File: src/rtl/fc_argmax_if.sv
// ---------------------------------------------------------------------------
// fc_argmax_if
//   Bundles the control, stream and result signals of the FC argmax stage.
//
//   Signals
//     start      1-cycle run request; size is sampled with it
//     size       number of valid elements in the run
//     in_valid   input word valid
//     in_data    LANES packed signed results, lane 0 in the low bits
//     in_ready   stage can accept a word this cycle
//     busy       a run is in progress or its done cycle is being presented
//     done       1-cycle completion pulse (FC_DONE source for the APB block)
//     max_index  element index of the maximum, zero-extended to 32 bits
//     max_value  signed maximum value
//
//   Modports
//     master  drives start/size/in_valid/in_data, observes the rest
//     slave   the argmax stage itself
// ---------------------------------------------------------------------------
interface fc_argmax_if #(
    parameter int DATA_WIDTH = 32,
    parameter int ELEM_WIDTH = 8,
    parameter int SIZE_WIDTH = 21
);
    logic                  start;
    logic [SIZE_WIDTH-1:0] size;
    logic                  in_valid;
    logic [DATA_WIDTH-1:0] in_data;
    logic                  in_ready;
    logic                  busy;
    logic                  done;
    logic [31:0]           max_index;
    logic [ELEM_WIDTH-1:0] max_value;

    modport master (
        output start, size, in_valid, in_data,
        input  in_ready, busy, done, max_index, max_value
    );

    modport slave (
        input  start, size, in_valid, in_data,
        output in_ready, busy, done, max_index, max_value
    );
endinterface

File: src/rtl/fc_argmax.sv
// ---------------------------------------------------------------------------
// fc_argmax
//   Streaming argmax stage sitting directly after the FC datapath. Each input
//   word carries LANES signed ELEM_WIDTH-bit results. The stage tracks the
//   running maximum and the index of its first occurrence, and when the last
//   element of the run has been accepted it presents max_index/max_value
//   together with a one-cycle done pulse.
//
//   Ports
//     clk    clock, all state changes on the rising edge
//     rstn   asynchronous active-low reset
//     bus    fc_argmax_if.slave (start/size, in_valid/in_data/in_ready,
//            busy/done, max_index/max_value)
//
//   Parameters
//     DATA_WIDTH  input word width, must equal LANES*ELEM_WIDTH
//     ELEM_WIDTH  width of one signed FC result
//     LANES       results per word; lane 0 holds the lowest element index
//     SIZE_WIDTH  width of the element-count input
// ---------------------------------------------------------------------------
module fc_argmax #(
    parameter int DATA_WIDTH = 32,
    parameter int ELEM_WIDTH = 8,
    parameter int LANES      = 4,
    parameter int SIZE_WIDTH = 21
) (
    input  logic        clk,
    input  logic        rstn,
    fc_argmax_if.slave  bus
);

    // Two spare bits so elem_cnt + LANES never wraps for any legal size.
    localparam int CNT_W  = SIZE_WIDTH + 2;
    localparam int LANE_W = (LANES > 1) ? $clog2(LANES) : 1;

    // Most negative ELEM_WIDTH value: the "nothing seen yet" maximum.
    localparam logic [ELEM_WIDTH-1:0] MIN_VAL = {1'b1, {(ELEM_WIDTH-1){1'b0}}};

    typedef enum logic [1:0] {
        ST_IDLE = 2'd0,
        ST_RUN  = 2'd1,
        ST_DONE = 2'd2
    } state_t;

    // -----------------------------------------------------------------------
    // State
    // -----------------------------------------------------------------------
    state_t                        state_q;
    logic [SIZE_WIDTH-1:0]         size_q;
    logic [CNT_W-1:0]              elem_cnt_q;
    logic                          first_seen_q;
    logic signed [ELEM_WIDTH-1:0]  max_value_q;
    logic [31:0]                   max_index_q;
    logic                          in_ready_q;
    logic                          busy_q;
    logic                          done_q;

    // -----------------------------------------------------------------------
    // Lane unpacking and per-lane validity
    //   A lane is valid when its element index is still below the latched
    //   size; lanes of the final, partially filled word are ignored.
    // -----------------------------------------------------------------------
    logic signed [ELEM_WIDTH-1:0]  lane_val [LANES];
    logic [LANES-1:0]              lane_vld;

    generate
        for (genvar gi = 0; gi < LANES; gi++) begin : g_lane
            assign lane_val[gi] = bus.in_data[gi*ELEM_WIDTH +: ELEM_WIDTH];
            assign lane_vld[gi] = (elem_cnt_q + CNT_W'(gi)) < CNT_W'(size_q);
        end
    endgenerate

    // -----------------------------------------------------------------------
    // Word winner: highest valid lane value. Strict '>' while scanning
    // upward keeps the lowest lane on ties, which together with the strict
    // compare against the running max gives first-occurrence semantics.
    // -----------------------------------------------------------------------
    logic signed [ELEM_WIDTH-1:0]  win_val;
    logic [LANE_W-1:0]             win_lane;
    logic                          win_any;

    always_comb begin
        win_val  = lane_val[0];
        win_lane = '0;
        win_any  = lane_vld[0];
        for (int j = 1; j < LANES; j++) begin
            if (lane_vld[j] && (!win_any || (lane_val[j] > win_val))) begin
                win_val  = lane_val[j];
                win_lane = LANE_W'(j);
                win_any  = 1'b1;
            end
        end
    end

    // -----------------------------------------------------------------------
    // Transfer qualification
    // -----------------------------------------------------------------------
    logic        take;
    logic        last_word;
    logic        take_max;
    logic [31:0] win_index;

    assign take      = (state_q == ST_RUN) && bus.in_valid;
    assign last_word = (elem_cnt_q + CNT_W'(LANES)) >= CNT_W'(size_q);
    assign take_max  = take && win_any && (!first_seen_q || (win_val > max_value_q));
    assign win_index = 32'(elem_cnt_q) + 32'(win_lane);

    // -----------------------------------------------------------------------
    // FSM with registered outputs. in_ready/busy/done are updated together
    // with the state so they always equal the decode of the state register.
    // -----------------------------------------------------------------------
    always_ff @(posedge clk or negedge rstn) begin
        if (!rstn) begin
            state_q      <= ST_IDLE;
            size_q       <= '0;
            elem_cnt_q   <= '0;
            first_seen_q <= 1'b0;
            max_value_q  <= MIN_VAL;
            max_index_q  <= '0;
            in_ready_q   <= 1'b0;
            busy_q       <= 1'b0;
            done_q       <= 1'b0;
        end else begin
            case (state_q)
                ST_IDLE: begin
                    if (bus.start) begin
                        size_q       <= bus.size;
                        elem_cnt_q   <= '0;
                        first_seen_q <= 1'b0;
                        max_value_q  <= MIN_VAL;
                        max_index_q  <= '0;
                        busy_q       <= 1'b1;
                        if (bus.size == '0) begin
                            // Empty run: report the reset result right away.
                            state_q    <= ST_DONE;
                            in_ready_q <= 1'b0;
                            done_q     <= 1'b1;
                        end else begin
                            state_q    <= ST_RUN;
                            in_ready_q <= 1'b1;
                            done_q     <= 1'b0;
                        end
                    end
                end

                ST_RUN: begin
                    // start is ignored here; in_valid low simply stalls.
                    if (take) begin
                        if (take_max) begin
                            max_value_q <= win_val;
                            max_index_q <= win_index;
                        end
                        first_seen_q <= 1'b1;
                        elem_cnt_q   <= elem_cnt_q + CNT_W'(LANES);
                        if (last_word) begin
                            state_q    <= ST_DONE;
                            in_ready_q <= 1'b0;
                            done_q     <= 1'b1;
                        end
                    end
                end

                ST_DONE: begin
                    // Single-cycle pulse; a start seen here is dropped.
                    state_q    <= ST_IDLE;
                    in_ready_q <= 1'b0;
                    busy_q     <= 1'b0;
                    done_q     <= 1'b0;
                end

                default: begin
                    state_q    <= ST_IDLE;
                    in_ready_q <= 1'b0;
                    busy_q     <= 1'b0;
                    done_q     <= 1'b0;
                end
            endcase
        end
    end

    // -----------------------------------------------------------------------
    // Outputs
    // -----------------------------------------------------------------------
    assign bus.in_ready  = in_ready_q;
    assign bus.busy      = busy_q;
    assign bus.done      = done_q;
    assign bus.max_index = max_index_q;
    assign bus.max_value = max_value_q;

`ifndef SYNTHESIS
    // Flag registers must track the state decode exactly.
    a_busy_decode: assert property (@(posedge clk) disable iff (!rstn)
        busy_q == (state_q != ST_IDLE));
    a_ready_decode: assert property (@(posedge clk) disable iff (!rstn)
        in_ready_q == (state_q == ST_RUN));
    a_done_decode: assert property (@(posedge clk) disable iff (!rstn)
        done_q == (state_q == ST_DONE));
    a_done_pulse: assert property (@(posedge clk) disable iff (!rstn)
        done_q |=> !done_q);
`endif

endmodule

File: src/flat_wrapper.sv
// flat-port wrapper written by rule: the top's interface ports become plain ports
module fc_argmax_flat 
#(
    parameter int DATA_WIDTH = 32,
    parameter int ELEM_WIDTH = 8,
    parameter int LANES      = 4,
    parameter int SIZE_WIDTH = 21
)
  (clk, rstn, bus_start, bus_size, bus_in_valid, bus_in_data, bus_in_ready, bus_busy, bus_done, bus_max_index, bus_max_value);
  fc_argmax_if #(.DATA_WIDTH(DATA_WIDTH), .ELEM_WIDTH(ELEM_WIDTH), .SIZE_WIDTH(SIZE_WIDTH)) bus_i ();
  input  logic clk;
  input  logic rstn;
  input wire logic [$bits(bus_i.start)-1:0] bus_start;
  input wire logic [$bits(bus_i.size)-1:0] bus_size;
  input wire logic [$bits(bus_i.in_valid)-1:0] bus_in_valid;
  input wire logic [$bits(bus_i.in_data)-1:0] bus_in_data;
  output wire logic [$bits(bus_i.in_ready)-1:0] bus_in_ready;
  output wire logic [$bits(bus_i.busy)-1:0] bus_busy;
  output wire logic [$bits(bus_i.done)-1:0] bus_done;
  output wire logic [$bits(bus_i.max_index)-1:0] bus_max_index;
  output wire logic [$bits(bus_i.max_value)-1:0] bus_max_value;
  assign bus_i.start = bus_start;
  assign bus_i.size = bus_size;
  assign bus_i.in_valid = bus_in_valid;
  assign bus_i.in_data = bus_in_data;
  assign bus_in_ready = bus_i.in_ready;
  assign bus_busy = bus_i.busy;
  assign bus_done = bus_i.done;
  assign bus_max_index = bus_i.max_index;
  assign bus_max_value = bus_i.max_value;
  fc_argmax #(.DATA_WIDTH(DATA_WIDTH), .ELEM_WIDTH(ELEM_WIDTH), .LANES(LANES), .SIZE_WIDTH(SIZE_WIDTH)) u_core (.clk(clk), .rstn(rstn), .bus(bus_i));
endmodule
File: config.mk
export PLATFORM = sky130hd
export DESIGN_NAME = fc_argmax_flat
export DESIGN_NICKNAME = d
export VERILOG_FILES = /design/src/rtl/fc_argmax_if.sv /design/src/rtl/fc_argmax.sv /design/src/flat_wrapper.sv
export SDC_FILE = /design/constraint.sdc
export NUM_CORES = 1
export LEC_CHECK = 0
export CAP_MARGIN = 20
export CELL_PAD_IN_SITES_DETAIL_PLACEMENT = 1
export CELL_PAD_IN_SITES_GLOBAL_PLACEMENT = 1
export CORE_MARGIN = 5
export CORE_UTILIZATION = 42
export CTS_CLUSTER_SIZE = 16
export DETAILED_ROUTE_END_ITERATION = 8
export PLACE_DENSITY_LB_ADDON = 0.15
export SYNTH_ARGS = -nofsm -noshare
export SYNTH_HDL_FRONTEND = slang
export SYNTH_SLANG_ARGS = --single-unit
File: constraint.sdc
create_clock -name clk -period 10.8 [get_ports clk]
set_clock_uncertainty 0.1 [all_clocks]
set_input_delay 2.16 -clock clk [delete_from_list [all_inputs] [get_ports clk]]
set_output_delay 2.16 -clock clk [all_outputs]
set_load 0.005 [all_outputs]
Word-level counts from Yosys, hierarchy flattened

Index checks and enable logic that the tools add are counted.

Add/sub/neg operators: 5
Magnitude comparators: 9
Equal/unequal tests: 5
Mux-type cells: 40
Bitwise logic cells: 1
Reductions and logical operators: 22

Operator list:

| operator                | number |
|---|---|
| $mux W32                | 3 |
| $lt A23 B21 Y1          | 4 |
| $pmux W32 S2            | 1 |
| $mux W8                 | 6 |
| $add A23 B2 Y23 const B | 2 |
| $mux W23                | 2 |
| $pmux W23 S2            | 1 |
| $gt A8 B8 Y1            | 4 |
| $add A23 B2 Y24         | 1 |
| $add A23 B1 Y23 const B | 1 |
| $add A23 B3 Y23 const B | 1 |
| $ge A23 B21 Y1          | 1 |
| $logic_not A21 Y1       | 1 |
| $pmux W8 S2             | 1 |
| $mux W1                 | 15 |
| $mux W2                 | 6 |
| $pmux W1 S2             | 4 |
| $logic_and A1 B1 Y1     | 6 |
| $ne A2 B1 Y1 const B    | 3 |
| $reduce_and A3 Y1       | 2 |
| $logic_not A1 Y1        | 4 |
| $logic_or A1 B1 Y1      | 4 |
| $pmux W2 S2             | 1 |
| $reduce_and A2 Y1       | 2 |
| other kinds (6)         | 6 |

Register bits: 90
Bits of input ports: 57
Output and inout bits: 43
Logic and storage cells: 91

Depth between registers and ports, before layout

Gate-level depths: netlist (run 1).

Depth in word-level cells: 19
Gate-level depth with buffers: 40
Depth with buffers taken out: 34

Least setup slack after synthesis (run 1)

No wires, ideal clock.

Path kind: input -> register
Start: in bus_in_data[5]
End: reg u_core.max_value_q[0] (netlist: u_core.bus.max_value[0])
Setup time: 0.126 ns
Data arrival time: 8.469 ns
Required time: 10.574 ns
Setup slack: 2.105 ns
Stages: 34
Buffers on the path: 4
Cell sequence: inv_1 ha_1 a21oi_1 o22ai_1 nor4_1 a21oi_1 o21bai_1 buf_6 mux2i_1 ha_1 o32a_1 a21oi_1 a31oi_1 o21bai_1 buf_6 mux2i_1 inv_1 ha_1 a21o_1 a211oi_1 a21oi_1 a21oi_1 a21o_1 clkbuf_1 mux2_2 ha_1 a2111oi_0 a21oi_1 nor3_1 o221a_2 a311oi_4 and2_1 buf_2 a221o_1

Longest elaborated chain between the ends: 17
Elaborated cells between the ends (all ways): 26
Classes of those cells: order compare: 4; eq/ne: 1; mux: 9; reduce/logical: 12

Ends and longest elaborated chain:

| element                                                 | RTL line           | text |
|---|---|---|
| start: declaration                                      | flat_wrapper.sv:16 | `input wire logic [$bits(bus_i.in_data)-1:0] bus_in_data;` |
| $gt A8 B8 Y1                                            | fc_argmax.sv:87    | `if (lane_vld[j] && (!win_any \|\| (lane_val[j] > win_val))) begin` |
| $logic_or A1 B1 Y1                                      | fc_argmax.sv:87    |  |
| $logic_and A1 B1 Y1                                     | fc_argmax.sv:87    |  |
| $mux W8 / $mux W1 (equally long branches)               | fc_argmax.sv:87    |  |
| $gt A8 B8 Y1 / $logic_not A1 Y1 (equally long branches) | fc_argmax.sv:87    |  |
| $logic_or A1 B1 Y1                                      | fc_argmax.sv:87    |  |
| $logic_and A1 B1 Y1                                     | fc_argmax.sv:87    |  |
| $mux W8 / $mux W1 (equally long branches)               | fc_argmax.sv:87    |  |
| $gt A8 B8 Y1 / $logic_not A1 Y1 (equally long branches) | fc_argmax.sv:87    |  |
| $logic_or A1 B1 Y1                                      | fc_argmax.sv:87    |  |
| $logic_and A1 B1 Y1                                     | fc_argmax.sv:87    |  |
| $mux W8                                                 | fc_argmax.sv:87    |  |
| $gt A8 B8 Y1                                            | fc_argmax.sv:105   | `assign take_max = take && win_any && (!first_seen_q \|\| (win_val > max_value_q));` |
| $logic_or A1 B1 Y1                                      | fc_argmax.sv:105   |  |
| $logic_and A1 B1 Y1                                     | fc_argmax.sv:105   |  |
| $ne A2 B1 Y1 (no source line)                           | n/a                |  |
| $reduce_and A4 Y1 (no source line)                      | n/a                |  |
| end signal: assignment                                  | fc_argmax.sv:150   | `max_value_q <= win_val;` |
| end: declaration                                        | fc_argmax.sv:52    | `logic signed [ELEM_WIDTH-1:0] max_value_q;` |

Several ways; a longest one is shown, not always the timed one. The select of a mux whose other input is x is not followed.
A chain may end at the register's enable or synchronous reset.

Worst setup path in the final report (run 1)

Start: in bus_in_data[3]
End: reg u_core.max_index_q[21] (netlist: u_core.bus.max_index[21])

Longest elaborated chain between the ends: 17
Elaborated cells between the ends (all ways): 30
Classes of those cells: add/sub: 1; order compare: 4; eq/ne: 1; mux: 12; reduce/logical: 12

Ends and longest elaborated chain:

| element                                                               | RTL line         | text |
|---|---|---|
| parallel branches: the longest is 17 deep, another holds $gt A8 B8 Y1 | n/a              |  |
| end signal: assignment                                                | fc_argmax.sv:151 | `max_index_q <= win_index;` |
| end: declaration                                                      | fc_argmax.sv:53  | `logic [31:0] max_index_q;` |

Parallel ways; which one is timed is not known. The select of a mux whose other input is x is not followed.

==> results list, run 1 <==
- After synthesis, the largest family of logic cells by area is adder cells.
- The die is 137 µm tall.
- The finished cells cover 7960 µm².
* Master cell of the clock root buffer: sky130_fd_sc_hd__clkbuf_16
* Synth area leader: sky130_fd_sc_hd__dfrtp_1
- Max H-tree Level: 3
- DRC violations left: 0
* Min-Delay Path Depth: 2
* Final-report hold violation count: 0
* Startpoint types: input port
* Post-synthesis adder-cell area fraction: 18.7%
* Final RePlAce weighted congestion: 0.861
- Post-synthesis simple-gate area fraction: 18.0%
- Overall routing resource usage: 22.3%
- Leaving out fill and tap cells, the most frequent cell in the layout is sky130_fd_sc_hd__nand2_1.
* Mux share of post-synthesis cell area: 4.15%
- Post-DR vias/cell: 5.64
* Final layout net count: 992
- After layout, the worst path uses 90.8% of the clock period.
- Area of placed instances: 7620 µm²
- Maximum cell stage delay along the critical path: 0.48 ns
- The via count of the first global-routing pass is 6464.
* Count of cell instances traversed by the critical path: 36
* Starting Density: 42.6%
* Detail-routed net length per standard cell: 19.3 µm
* Yosys warning total: 0
- In this run the static leakage power is 3.85 nW.
- Avg Synthesized Cell Area: 8.49 µm²
* Delay-heaviest family, CP: compound AO/OA/AOI/OAI gates
* Count of cell types in the netlist: 64
- Via count of the routed design: 5949
- Inserted Clock Buffers: 9
- Setup violations remaining at the end of the flow were counted as 0.
* Critical path class: in2reg
- Total of cells resized after clock tree synthesis: 0
- Summed over all failing endpoints, the final setup total negative slack is 0 ns.
- Prevailing post-synth register cell: sky130_fd_sc_hd__dfrtp_1
- In this run the worst path has a maximum fanout of 42.
- Post-layout power: 1.09 mW
- Signal arrival time at the worst endpoint: 9.95 ns
- Number of synthesized flops with an enable pin: 0
* Number of buffer and inverter stages on the critical path: 6
* Pin count of the biggest net entering global routing: 79
- After synthesis the netlist holds a flip-flop and latch count of 78.
- Summed over all layers, the routed wires come to 20.4 mm.
* Clock-pin slew on the worst setup and hold paths: 0.07 ns
- Router iterations before antenna repair: 4
* Port bufs: 91
- 100 I/O pins were placed.
* Post-synth design cell area: 6750 µm²
- Worst Setup End Kind: flop
- The tool flagged a number of max-cap violations equal to 0.
* Async set or reset register ratio after synthesis: 100%
- Synthesis handed over a netlist of 795 instances.
* Quantity of hold-fixing buffers added after cts: 0
* Core footprint: 15800 µm²
- Total Die Area: 18700 µm²
- Among all stages on the critical path, the largest delay is contributed by sky130_fd_sc_hd__clkdlybuf4s50_1.
- The repair_antennas step left the layout with diodes totalling 0.
- Area growth from synthesis to layout: 17.9%
- Antenna violations before repair: 0
* Setup bufs post-CTS: 0
- Final Max Slew Viols: 0
- WHS: 0.392 ns
- For the finished layout, the period the worst path requires is 9.80 ns.
* Synth Area in Compound Gates: 17.8%
* Number of nets still failing antenna checks after routing: 0
* Gr ovfl total: 0
- Area share of xor/xnor cells in the synthesized design: 3.76%
- Static timing analysis puts the maximum clock frequency at 0.102 GHz.
* Global-route wire length before repair: 33.0 mm
- Cell types with the largest area share after synthesis: sky130_fd_sc_hd__dfrtp_1 (29%), sky130_fd_sc_hd__ha_1 (19%), sky130_fd_sc_hd__nand2_1 (6.1%), sky130_fd_sc_hd__o21ai_0 (5.0%), sky130_fd_sc_hd__inv_1 (3.2%)
- Setup repair after global routing left no endpoint under its margin.
* Classification of the worst-slack hold path: reg2reg
- Row generation in the floorplan step produced 46 rows.
- R2r worst-path depth: 34
* Sequential cell area fraction in the yosys report: 28.9%
- Dominant cell type by count on the critical path: sky130_fd_sc_hd__a21oi_1
- The library cells used most frequently in the layout, excluding fill and tap cells, are sky130_fd_sc_hd__nand2_1 (110), sky130_fd_sc_hd__ha_1 (101), sky130_fd_sc_hd__clkdlybuf4s50_1 (90), sky130_fd_sc_hd__dfrtp_1 (77), sky130_fd_sc_hd__o21ai_0 (68).
* Initial DRC Count: 246
- At the pin with the least slew margin, the transition time is 0.943 ns.
- For the worst-skew pair, the clock arrives at the later sink with an insertion delay of 0.35 ns.
- Detailed placement ended at an HPWL of 16.5 mm.
* TritonCTS clock tree: done
* Buffers from clock root to sink, at most: 2
* Cell Pwr Density: 138 nW/µm²
- In this run the horizontal extent of the chip is 137 µm.
- The flow ran to the end, and the final reports show no timing, DRC or antenna violations.
- The tree built by TritonCTS fans out to 78 sinks.
- STA puts the critical path data required time at 10.95 ns.
* Relative slew slack: 37.0%
- Of the cells placed in the final design, the portion with a size suffix greater than 1 is 5.13%.
* VDD IR-drop max: 0.0772 mV
* Area share of the largest cell type after synthesis: 28.6%
-- final cells by class --
| cell class | count | area (µm²) |
|---|---|---|
| Tap cell | 216 | 270 |
| Multi-Input combinational cell | 592 | 4250 |
| Clock inverter | 7 | 81.3 |
| Clock buffer | 9 | 225 |
| Sequential cell | 78 | 1950 |
| Inverter | 57 | 214 |
| Timing Repair Buffer | 96 | 966 |
| Fill cell | 1866 | 7870 |
-- worst min-delay path, stage by stage, from the launching register on --
cell and delay [ns]:
sky130_fd_sc_hd__dfrtp_1 0.34, sky130_fd_sc_hd__nand2_1 0.06, sky130_fd_sc_hd__nand2_1 0.06
-- metrics by stage --
stage,std cells,setup WS [ns],util [%]
finish,1055,0.995,50.3
global route,1055,0.147,50.3
CTS,1054,0.922,50.1
detailed placement,1038,0.533,48.2
global placement,1038,0.912,48.2
floorplan,803,2.10,-
-- flip-flops by register name, summed over array words and instances (netlist names) --
name / count
u_core.state_q: 1
u_core.bus.max_value: 8
u_core.bus.busy: 1
u_core.bus.max_index: 24
u_core.size_q: 21
u_core.first_seen_q: 1
u_core.elem_cnt_q: 21
u_core.bus.in_ready: 1
-- metal layers --
| metal | vias up | global-route usage (%) | part of all wire [%] |
|---|---|---|---|
| met1 | 2942 | 25.8 | 41 |
| met2 | 104 | 41.7 | 53 |
| met4 | 0 | 7.33 | 2.4 |
| li1 | 2867 | - | - |
| met5 | - | 0 | 0 |
| met3 | 36 | 3.31 | 3.8 |
-- path summary, 6_finish.rpt --
path	from	endpoint	slack, ns
min in group asynchronous	rstn	u_core.size_q[4]$_DFFE_PN0P_	1.61
worst min-delay path	u_core.first_seen_q$_DFFE_PN0P_	u_core.first_seen_q$_DFFE_PN0P_	0.39
worst max register to register	u_core.elem_cnt_q[14]$_DFFE_PN0P_	u_core.bus.max_index[21]$_DFFE_PN0P_	2.31
worst min register to register	u_core.first_seen_q$_DFFE_PN0P_	u_core.first_seen_q$_DFFE_PN0P_	0.39
worst max-delay path	bus_in_data[3]	u_core.bus.max_index[21]$_DFFE_PN0P_	1.0
max in group asynchronous	rstn	u_core.bus.max_value[7]$_DFFE_PN1P_	8.33
-- power breakdown --
group          total [mW]  internal, mW  switching (mW)
Clock               0.320         0.182           0.138
Combinational       0.414         0.202           0.213
Sequential          0.360         0.326          0.0341
Total                1.09         0.710           0.385
-- logic make-up after synthesis --
logic type	count (synthesis)
AOI/OAI and AO/OA	181
xor gates and xnor gates	29
adders and majority gates	101
buffers and inverters	133
DFF	78
muxes	26
other	1
and+or+nand+nor	246
-- synth_stat cells (7+ instances only) --
cell type	count
sky130_fd_sc_hd__nand2_1	110
sky130_fd_sc_hd__ha_1	101
sky130_fd_sc_hd__dfrtp_1	77
sky130_fd_sc_hd__o21ai_0	68
sky130_fd_sc_hd__inv_1	57
sky130_fd_sc_hd__clkbuf_1	56
sky130_fd_sc_hd__a21oi_1	34
sky130_fd_sc_hd__nor2_1	34
sky130_fd_sc_hd__nand4_1	22
sky130_fd_sc_hd__nand3_1	20
sky130_fd_sc_hd__xnor2_1	19
sky130_fd_sc_hd__mux2i_1	16
sky130_fd_sc_hd__nor3_1	12
sky130_fd_sc_hd__a32o_1	10
sky130_fd_sc_hd__xor2_1	10
sky130_fd_sc_hd__buf_4	9
sky130_fd_sc_hd__nor2b_1	9
sky130_fd_sc_hd__a21o_1	8
sky130_fd_sc_hd__mux2_2	8
sky130_fd_sc_hd__o211ai_1	8
sky130_fd_sc_hd__a221o_1	7
sky130_fd_sc_hd__and2_1	7
sky130_fd_sc_hd__and3_1	7
sky130_fd_sc_hd__nor4_1	7
(Power assumes the default switching activity.)
==> run 2: changes to the inputs <==
--- a/config.mk
+++ b/config.mk
@@ -5,6 +5,7 @@
 export SDC_FILE = /design/constraint.sdc
 export NUM_CORES = 1
 export LEC_CHECK = 0
+export ABC_CLOCK_PERIOD_IN_PS = 10800
 export CAP_MARGIN = 20
 export CELL_PAD_IN_SITES_DETAIL_PLACEMENT = 1
 export CELL_PAD_IN_SITES_GLOBAL_PLACEMENT = 1
==> constraint.sdc (replaced) <==
create_clock -name clk -period 10.8 [get_ports clk]
set_clock_uncertainty 0.1 [all_clocks]
set_input_delay 1.62 -clock clk [delete_from_list [all_inputs] [get_ports clk]]
set_output_delay 1.62 -clock clk [all_outputs]
set_load 0.005 [all_outputs]
==> results list, run 2 (synthesis gave the netlist of run 1 again) <==
- The HPWL reported at the end of detailed placement was 16.5 mm (+0.11%).
* Startpoint types: input port
* Overall routing resource usage: 22.8% (+0.58 points)
* Top library cells by usage in the layout, fill and taps aside: sky130_fd_sc_hd__nand2_1 (110), sky130_fd_sc_hd__ha_1 (101), sky130_fd_sc_hd__clkdlybuf4s50_1 (90), sky130_fd_sc_hd__dfrtp_1 (77), sky130_fd_sc_hd__o21ai_0 (68)
* Area growth from synthesis to layout: 18.0% (about the same)
* Leakage Power: 3.86 nW (+0.25%)
- The hold-critical path depth was 2 (unchanged).
- The number of nets with antenna violations after routing was 0 (unchanged).
- The number of slew-limit violations in the final report is 0 (unchanged).
- Dominant cell type by count on the critical path: sky130_fd_sc_hd__a21oi_1
* Width of the die: 137 µm (unchanged)
- The largest buffer count on any clock path is 2 (unchanged).
- Launch point of the worst hold path: u_core.first_seen_q$_DFFE_PN0P_
- The number of antenna violations at the first check in global routing was 0 (unchanged).
* Max cap viols: 0 (unchanged)
- The final cycle utilization of the critical path came to 85.2% (-5.6 points).
- Flip-flop and latch area: 1950 µm² (unchanged)
- The maximum fanout along the worst path was 13 (-69%).
- The required time of the worst setup path came to 10.99 ns (+0.04 ns).
* Flip-flop count of the largest register, all copies and words added: 24 (unchanged)
- The critical path arrival is 9.39 ns (-0.56 ns).
- The final weighted congestion in routability-driven placement is 0.899 (+4.4%).
- Master cell of the clock root buffer: sky130_fd_sc_hd__clkbuf_16
- Clock-pin slew on the worst setup and hold paths: 0.07 ns (about the same)
- Count of boundary I/O pins: 100 (unchanged)
* Post-DR vias/cell: 5.59 (-0.88%)
- The worst hold path belongs to the class reg2reg.
* Setup bufs post-CTS: 0 (unchanged)
- The run finished with clean final reports.
- The multi-input logic area was 4250 µm² (unchanged).
- Setup repair after global routing left no endpoint under its margin.
* Insertion delay of the later-clocked pin in the worst-skew pair: 0.35 ns (about the same)
- Wire length after detailed routing: 20.6 mm (+1.1%)
- Critical Path Start: bus_in_data[5]
- Inserted Clock Buffers: 9 (unchanged)
- Worst Setup End Kind: flop
- Setup WS pre-CTS: 1.19 ns (+0.658 ns)
* Register-to-register setup slack: 2.27 ns (-0.04 ns)
- TritonCTS clock tree: done
- Critical path class: in2reg
* Fin Setup TNS: 0 ns (unchanged)
- Relative slew slack: 41.9% (+4.9 points)
- Final-report hold violation count: 0 (unchanged)
- The remaining global-route overflow is 0 (unchanged).
* Reg2reg end: u_core.bus.max_value[3]$_DFFE_PN0P_
- Starting Density: 42.6% (unchanged)
* Slowest CP cell: sky130_fd_sc_hd__nor2b_1
- Achievable Freq: 0.109 GHz (+6.5%)
* Final layout net count: 993 (+0.10%)
- The worst register-to-register path begins at u_core.elem_cnt_q[14]$_DFFE_PN0P_.
- Y dimension of the die: 137 µm (unchanged)
* Hold endpoint: u_core.first_seen_q$_DFFE_PN0P_
* Worst slew pin tran: 0.869 ns (-0.0737 ns)
- Router iterations before antenna repair: 4 (unchanged)
* Final period demand of the worst path: 9.20 ns (-0.602 ns)
* Inserted Diodes: 0 (unchanged)
- Initial DRC Count: 168 (-32%)
* Total Die Area: 18700 µm² (unchanged)
- Max H-tree Level: 3 (unchanged)
- The power density of the placed cells was 139 nW/µm² (+0.70%).
- The final routed wire length divided by cell count came to 19.5 µm (+0.96%).
* Maximum cell stage delay along the critical path: 0.62 ns (+0.14 ns)
- The filler cell count is 1856 (-0.54%).
- The worst IR drop on VDD came to 0.106 mV (+37%).
- The number of core rows is 46 (unchanged).
* # setup viols final: 0 (unchanged)
* Port bufs: 91 (unchanged)
- The count of hold buffers inserted by post-cts repair came to 0 (unchanged).
- The number of remaining DRC errors came to 0 (unchanged).
- Most frequent standard cell in the layout excluding fill and tap cells: sky130_fd_sc_hd__nand2_1
- The total number of vias is 5902 (-0.79%).
- The largest net degree at the start of global routing came to 79 (unchanged).
- Global-route wire length before repair: 33.6 mm (+2.0%)
- The via count of the first global-routing pass is 6401 (-0.97%).
- The count of clock tree sinks was 78 (unchanged).
- Total of cells resized after clock tree synthesis: 0 (unchanged)
- Share of post-route cells with drive strength above 1: 5.24% (+0.11 points)
* R2r worst-path depth: 33 (-2.9%)
- Post-route worst setup slack: 1.60 ns (+0.602 ns)
- The area of the core is 15800 µm² (unchanged).
## run 2: worst max-delay path by stage
stage / endpoint / cells past startpoint
finish: u_core.bus.max_value[3]$_DFFE_PN0P_ / 35
global placement: u_core.bus.max_value[0]$_DFFE_PN0P_ / 36
global route: u_core.bus.max_value[3]$_DFFE_PN0P_ / 36
floorplan: u_core.bus.max_value[0]$_DFFE_PN0P_ / 34
detailed placement: u_core.bus.max_value[3]$_DFFE_PN0P_ / 36
CTS: u_core.bus.max_value[3]$_DFFE_PN0P_ / 36
## run 2: per-layer routing
metal  part of all wire [%]  routed length, µm  vias to the layer above  track usage (%)
met3                    4.2                873                       30             4.04
met4                    2.2                460                        0             6.61
met2                     52              10800                      109             42.3
met5                      0                  0                        -                0
met1                     41               8520                     2895             26.8
li1                       -                  -                     2868                -
## run 2: stage by stage
step	instance area (µm²)	util, %	total power [mW]	cells	hold WS, ns
after floorplan	6780	-	0.633	803	0.347
after global placement	7630	48.2	0.765	1039	0.366
after detailed placement	7630	48.2	0.785	1039	0.370
after CTS	7940	50.1	1.12	1055	0.388
after global routing	7960	50.3	1.18	1056	0.432
final	7960	50.3	1.10	1056	0.384
## run 2: layout make-up
type                            instances  area share (%)
Sequential cell                        78            24.5
Clock buffer                            9            2.83
Tap cell                              216            3.39
Multi-Input combinational cell        592            53.4
Timing Repair Buffer                   97            12.2
Inverter                               57            2.69
Clock inverter                          7           0.990
## run 2: where the power goes
part	switching [mW]	internal [mW]	total, mW
clock	0.141	0.182	0.323
combinational	0.216	0.203	0.419
sequential	0.0345	0.326	0.361
## run 2: worst max-delay path: cells and delay by family
| kind | cells | cell delay (ns) |
|---|---|---|
| AOI/OAI and AO/OA | 18 | 3.25 |
| adders and majority gates | 4 | 1.23 |
| buffers and inverters | 5 | 1.07 |
| muxes | 3 | 1.11 |
| and+or+nand+nor | 5 | 1.13 |
